## src/rtl/z80_bus_pkg.sv

```systemverilog
// Shared types for the Z80 bus initiator: op encodings, T-state encoding and refresh address.
package z80_bus_pkg;

    typedef enum logic [2:0] {
        MEM_RD  = 3'd0,
        MEM_WR  = 3'd1,
        IO_RD   = 3'd2,
        IO_WR   = 3'd3,
        OPFETCH = 3'd4,
        INTA    = 3'd5
    } op_e;

    typedef enum logic [2:0] {
        IDLE,
        T1,
        T2,
        TW,
        T3,
        T4
    } tstate_e;

    localparam logic [8:0] RFSH_ADDR_HI = 9'h000;

    function automatic logic op_is_valid(input logic [2:0] op);
        return op <= 3'd5;
    endfunction

endpackage

```

## src/rtl/z80_wait_ctr.sv

```systemverilog
// Wait-state bookkeeping: forced-TW countdown, wait_n sampling and the timeout counter.
module z80_wait_ctr #(
    parameter int unsigned WAIT_TIMEOUT = 255
) (
    input  logic       clk,
    input  logic       rst,
    input  logic       start,
    input  logic [7:0] forced_init,
    input  logic       in_t2,
    input  logic       in_tw,
    input  logic       wait_n,
    output logic       more_wait,
    output logic       timeout,
    output logic       forced_tw
);

    localparam logic [7:0] TIMEOUT_LAST = 8'(WAIT_TIMEOUT - 1);

    logic [7:0] forced_q, forced_d;
    logic [7:0] cnt_q, cnt_d;
    logic       sample;

    // Forced waits skip sampling; wait_n is taken at the end of T2 when none are
    // forced, otherwise at the end of the last forced TW and every TW after it.
    assign sample    = (in_t2 && forced_q == 8'd0) || (in_tw && forced_q <= 8'd1);
    assign forced_tw = forced_q != 8'd0;
    assign timeout   = in_tw && sample && !wait_n && (cnt_q == TIMEOUT_LAST);
    assign more_wait = (in_t2 && forced_q != 8'd0) || (in_tw && forced_q > 8'd1) ||
                       (sample && !wait_n && !timeout);

    always_comb begin
        forced_d = forced_q;
        cnt_d    = cnt_q;
        if (start) begin
            forced_d = forced_init;
            cnt_d    = 8'd0;
        end else if (in_tw) begin
            if (forced_q != 8'd0) forced_d = forced_q - 8'd1;
            if (sample && !wait_n) cnt_d = cnt_q + 8'd1;
        end
    end

    always_ff @(posedge clk or posedge rst) begin
        if (rst) begin
            forced_q <= 8'd0;
            cnt_q    <= 8'd0;
        end else begin
            forced_q <= forced_d;
            cnt_q    <= cnt_d;
        end
    end

endmodule

```

## src/rtl/z80_bus_master.sv

```systemverilog
// Z80 bus initiator: one request becomes one T-state-accurate bus cycle (one clk per T-state).
// Optional refresh during opcode fetch T3/T4 is enabled by defining Z80_BUS_MASTER_RFSH_EN.
module z80_bus_master
    import z80_bus_pkg::*;
#(
    parameter int unsigned IO_AUTO_WAITS   = 1,
    parameter int unsigned INTA_AUTO_WAITS = 2,
    parameter int unsigned WAIT_TIMEOUT    = 255
) (
    input  logic        clk,
    input  logic        rst,
    input  logic        req_valid,
    output logic        req_ready,
    input  logic [2:0]  req_op,
    input  logic [15:0] req_addr,
    input  logic [7:0]  req_wdata,
    output logic        rsp_valid,
    output logic [7:0]  rsp_rdata,
    output logic        rsp_err,
    output logic [15:0] addr,
    output logic [7:0]  dout,
    output logic        dout_oe,
    input  logic [7:0]  din,
    input  logic        wait_n,
    output logic        rd_n,
    output logic        wr_n,
    output logic        mreq_n,
    output logic        iorq_n,
    output logic        m1_n,
    output logic        rfsh_n
);

    tstate_e     state_q, state_d;
    op_e         op_q;
    logic [15:0] addr_q;
    logic [7:0]  dout_q;
    logic        rsp_valid_q, rsp_valid_d;
    logic        rsp_err_q, rsp_err_d;
    logic [7:0]  rdata_q, rdata_d;
    logic        accept, start, capture;
    logic        more_wait, timeout, forced_tw;
    logic [7:0]  forced_init;

    assign req_ready = (state_q == IDLE);
    assign accept    = req_valid && req_ready;
    assign start     = accept && op_is_valid(req_op);

    always_comb begin
        forced_init = 8'd0;
        if (req_op == IO_RD || req_op == IO_WR) forced_init = 8'(IO_AUTO_WAITS);
        else if (req_op == INTA)                forced_init = 8'(INTA_AUTO_WAITS);
    end

    z80_wait_ctr #(
        .WAIT_TIMEOUT(WAIT_TIMEOUT)
    ) u_wait_ctr (
        .clk        (clk),
        .rst        (rst),
        .start      (start),
        .forced_init(forced_init),
        .in_t2      (state_q == T2),
        .in_tw      (state_q == TW),
        .wait_n     (wait_n),
        .more_wait  (more_wait),
        .timeout    (timeout),
        .forced_tw  (forced_tw)
    );

    always_comb begin
        state_d     = state_q;
        rsp_valid_d = 1'b0;
        rsp_err_d   = 1'b0;
        unique case (state_q)
            IDLE: begin
                if (start) begin
                    state_d = T1;
                end else if (accept) begin
                    rsp_valid_d = 1'b1;
                    rsp_err_d   = 1'b1;
                end
            end
            T1: state_d = T2;
            T2: state_d = more_wait ? TW : T3;
            TW: begin
                if (timeout) begin
                    state_d     = IDLE;
                    rsp_valid_d = 1'b1;
                    rsp_err_d   = 1'b1;
                end else begin
                    state_d = more_wait ? TW : T3;
                end
            end
            T3: begin
                if (op_q == OPFETCH) begin
                    state_d = T4;
                end else begin
                    state_d     = IDLE;
                    rsp_valid_d = 1'b1;
                end
            end
            T4: begin
                state_d     = IDLE;
                rsp_valid_d = 1'b1;
            end
            default: state_d = IDLE;
        endcase
    end

    // Opcode fetch samples the bus as it leaves T2/TW; other reads sample at the end of T3.
    assign capture = ((state_q == T3) && (op_q == MEM_RD || op_q == IO_RD || op_q == INTA)) ||
                     ((op_q == OPFETCH) && (state_q == T2 || state_q == TW) && (state_d == T3));

    always_comb begin
        rdata_d = rdata_q;
        if (accept)       rdata_d = 8'h00;
        else if (capture) rdata_d = din;
    end

    always_ff @(posedge clk or posedge rst) begin
        if (rst) begin
            state_q     <= IDLE;
            op_q        <= MEM_RD;
            addr_q      <= 16'h0000;
            dout_q      <= 8'h00;
            rsp_valid_q <= 1'b0;
            rsp_err_q   <= 1'b0;
            rdata_q     <= 8'h00;
        end else begin
            state_q     <= state_d;
            rsp_valid_q <= rsp_valid_d;
            rsp_err_q   <= rsp_err_d;
            rdata_q     <= rdata_d;
            if (start) begin
                op_q   <= op_e'(req_op);
                addr_q <= (req_op == INTA) ? 16'h0000 : req_addr;
                dout_q <= (req_op == MEM_WR || req_op == IO_WR) ? req_wdata : 8'h00;
            end
        end
    end

`ifdef Z80_BUS_MASTER_RFSH_EN
    logic [6:0] r_q;

    always_ff @(posedge clk or posedge rst) begin
        if (rst) begin
            r_q <= 7'h00;
        end else if (state_q == T4) begin
            r_q <= r_q + 7'd1;
        end
    end
`endif

    always_comb begin
        addr    = addr_q;
        dout    = dout_q;
        dout_oe = 1'b0;
        rd_n    = 1'b1;
        wr_n    = 1'b1;
        mreq_n  = 1'b1;
        iorq_n  = 1'b1;
        m1_n    = 1'b1;
        rfsh_n  = 1'b1;
        if (state_q != IDLE) begin
            case (op_q)
                MEM_RD: begin
                    mreq_n = 1'b0;
                    rd_n   = 1'b0;
                end
                MEM_WR: begin
                    mreq_n  = 1'b0;
                    dout_oe = 1'b1;
                    if (state_q != T1) wr_n = 1'b0;
                end
                IO_RD: begin
                    if (state_q != T1) begin
                        iorq_n = 1'b0;
                        rd_n   = 1'b0;
                    end
                end
                IO_WR: begin
                    dout_oe = 1'b1;
                    if (state_q != T1) begin
                        iorq_n = 1'b0;
                        wr_n   = 1'b0;
                    end
                end
                OPFETCH: begin
                    if (state_q == T1 || state_q == T2 || state_q == TW) begin
                        m1_n   = 1'b0;
                        mreq_n = 1'b0;
                        rd_n   = 1'b0;
                    end
`ifdef Z80_BUS_MASTER_RFSH_EN
                    else begin
                        addr   = {RFSH_ADDR_HI, r_q};
                        rfsh_n = 1'b0;
                        if (state_q == T3) mreq_n = 1'b0;
                    end
`endif
                end
                INTA: begin
                    m1_n = 1'b0;
                    if ((state_q == TW && !forced_tw) || state_q == T3) iorq_n = 1'b0;
                end
                default: ;
            endcase
        end
    end

    assign rsp_valid = rsp_valid_q;
    assign rsp_err   = rsp_err_q;
    assign rsp_rdata = rdata_q;

endmodule

```

## config.mk

```make
export PLATFORM = sky130hd
export DESIGN_NAME = z80_bus_master
export DESIGN_NICKNAME = d
export VERILOG_FILES = /design/src/rtl/z80_bus_pkg.sv /design/src/rtl/z80_wait_ctr.sv /design/src/rtl/z80_bus_master.sv
export SDC_FILE = /design/constraint.sdc
export NUM_CORES = 1
export LEC_CHECK = 0
export BUFFER_PORTS_ARGS = -buffer_cell sky130_fd_sc_hd__buf_2
export CAP_MARGIN = 15
export CORE_MARGIN = 5
export CORE_UTILIZATION = 30
export CTS_BUF_LIST = sky130_fd_sc_hd__clkbuf_4
export DETAILED_ROUTE_END_ITERATION = 12
export PLACE_DENSITY = 0.5
export SKIP_CTS_REPAIR_TIMING = 1
export SLEW_MARGIN = 0
export SYNTH_ARGS = -nofsm -noshare
export SYNTH_HDL_FRONTEND = slang
export SYNTH_HIERARCHICAL = 1
export SYNTH_SLANG_ARGS = --single-unit
```

## constraint.sdc

```tcl
create_clock -name clk -period 2.8 [get_ports clk]
set_input_delay 0.14 -clock clk [delete_from_list [all_inputs] [get_ports clk]]
set_output_delay 0.14 -clock clk [all_outputs]
set_load 0.005 [all_outputs]
```

==> results.cfg <==
[outcome]
status = finished with violations
violations = negative hold slack

[flow_run]
drv_cap = 0

[placed_design]
portBuffers = 79
hpwl_mm = 5.15
gp_congestion = 0.825

[synth]
syn-cell-area_mm2 = 0.00295
synth_edf_count = 0
yosysWarnings = 6
synth-seq-cells = 56
ys.flop_type = dfrtp_1
synthTopCellsByArea = dfrtp_1, nand2_1, nand3_1, mux2i_1, o21ai_0
ys_seq_area_share_pct = 47.6
yosys-top-cells-count = nand2_1, dfrtp_1, nand3_1, inv_1
synth_largest_area_cell = dfrtp_1
synth.distinct_cells = 53
synthArstFlopShare_pct = 100
synth_cells = 325
synth_area_per_cell_um2 = 9.06
synthMostInstantiatedCell = nand2_1
synth_top_cell_area_share_pct = 47.6

[cts]
cts.clk_slew.worst_paths_ns = 0.16
worstSkewPairLatency_ns = 0.38
clk_path_buf_depth = 2
cts_buffers = 5
clock-sinks = 56
tritoncts = yes
cts_max_level = 2
cts_root_buffer = clkbuf_4

[global_routing]
grt_max_degree = 28
grt_pass1_wl_mm = 11.6
overflow = 0
antenna_found_initial = 1
grtUsageTotal_pct = 12.1
first_global_vias = 2370

[power_and_ir_drop]
irDropWorstVdd_v = 0.000356
total_power_mw = 3.20
leakage_nw = 1.95
powerDensity_mw_per_mm2 = 820

[routing]
ant_nets = 0
drc = 0
drt-total-wl_mm = 7.42
drt_iter0_drc = 117
drt-pass1-iter-count = 4
wire_per_inst_um = 12.9
vias = 2593
via_per_inst = 4.51

[timing]
holdWs_ns = -0.0174
drv_slew = 0
max_freq_mhz = 418
maxSlewHeadroom_pct = 49.8
hold_violations = 2
rsz0062_at_grt = false
setup-tns-final_ns = 0
fin_skew_ns = 0.0114
fin_crit_sh_pct = 85.5
worst_pin_slew_ns = 0.750
setup_violations = 0
period_needed_ns = 2.39

[die]
initial_utilization_pct = 30.4
die_h_um = 109
io_pins = 81
placementRows = 36
die_w_um = 109
core_area_mm2 = 0.00968
die-area_mm2 = 0.0119

[setup_path]
path_buf_inv = 2
end_kind = output pin
crit_fanout = 5
critPathRequiredTime_ns = 2.66
criticalPathCategory = register to output pin
cp_top_family = simple AND/OR/NAND/NOR gates
path_cells = inv_1 > ha_1 > nor3b_1 > nand2_1 > o22ai_1 > a32oi_1 > buf_2
critPathMaxStageDelay_ns = 0.51
r2r_setup_slack_ns = 0.42
arrival_ns = 2.25
cp-start-kind = register
cp_slowest_cell = nor3b_1

[finish]
layout-drive-gt1-share_pct = 24.7
area_growth_pct = 32.5
post-route-util_pct = 40.3
finalNetCount = 484

[worst_hold_path]
hold_path.class = input pin to register
layout by cell type, fill, tap and decap left out, drive strengths merged, types with 3 or more instances in the layout:
cell type	synthesis	routed
ha	5	5
dlygate4sd3	0	32
o21ai	17	17
mux2	3	3
inv	19	20
nand4	5	5
nor3b	5	5
nor3	7	7
conb	2	7
nor2	16	16
nand3	27	27
xnor2	4	4
a21oi	14	14
buf	10	86
clkbuf	5	5
dfrtp	56	56
nor2b	5	5
mux2i	10	10
or3	8	8
nand2	76	76
layout make-up:
cell class / count / area, um2
clock inverter: 3 / 46.3
sequential: 56 / 1400
multi-input combinational: 239 / 1390
clock buffer: 5 / 37.5
tap: 133 / 166
timing repair buffer: 118 / 781
fill: 973 / 5780
inverter: 20 / 76.3
antenna: 1 / 2.50
worst paths after layout:
kind / endpoint / startpoint / cells past startpoint
setup / recovery: iorq_n / u_wait_ctr/forced_q[1] / 7
hold / removal: addr[0] / req_addr[0] / 3
setup reg to reg: rsp_rdata[0] / state_q[1] / 10
hold reg to reg: addr[5] / addr[5] / 2
max in group asynchronous: state_q[1] / rst / 4
min in group asynchronous: addr[14] / rst / 3
report_power, final:
part           switching (mW)  internal (mW)
logic                   0.714          0.652
registers               0.265           1.11
clock network           0.272          0.191
total                    1.25           1.95
sequential cells by signal, summed over array words and instances (netlist names):
register / cells
addr: 16
dout: 8
op_q: 3
rsp_err: 1
rsp_rdata: 8
rsp_valid: 1
state_q: 3
u_wait_ctr/cnt_q: 8
u_wait_ctr/forced_q: 8
cells by family after synthesis:
group / synth area share [%]
muxes: 4.55
buffers and inverters: 5.90
DFF: 47.6
adders and majority gates: 2.12
AOI/OAI and AO/OA: 9.43
xor gates and xnor gates: 1.78
other: 0.255
and+or+nand+nor: 28.4
per-layer routing:
| layer | global-route usage (%) | wire length [um] |
|---|---|---|
| met1 | 16.7 | 3480 |
| met2 | 19.0 | 3550 |
| met3 | 2.61 | 309 |
| met4 | 3.88 | 78 |
| met5 | 0 | 0 |
metrics by stage:
step,instances,setup slack (ns),instance area (um2)
after floorplan,330,0.543,2960
after global placement,532,0.356,3470
after detailed placement,532,0.256,3470
after CTS,540,0.197,3550
after global routing,575,0.0721,3900
final,575,0.407,3900
worst register-to-register path, stage by stage, from the launching register on:
cell and delay (ns):
dfrtp_2 0.50, nand2b_1 0.11, nor2_1 0.19, a211o_1 0.23
nand4_1 0.20, nor3_1 0.27, nand2_1 0.11, nor3b_2 0.21
a2bb2oi_4 0.19, buf_4 0.16, mux2i_1 0.17
Note: power is estimated with default switching activity, not from simulation.
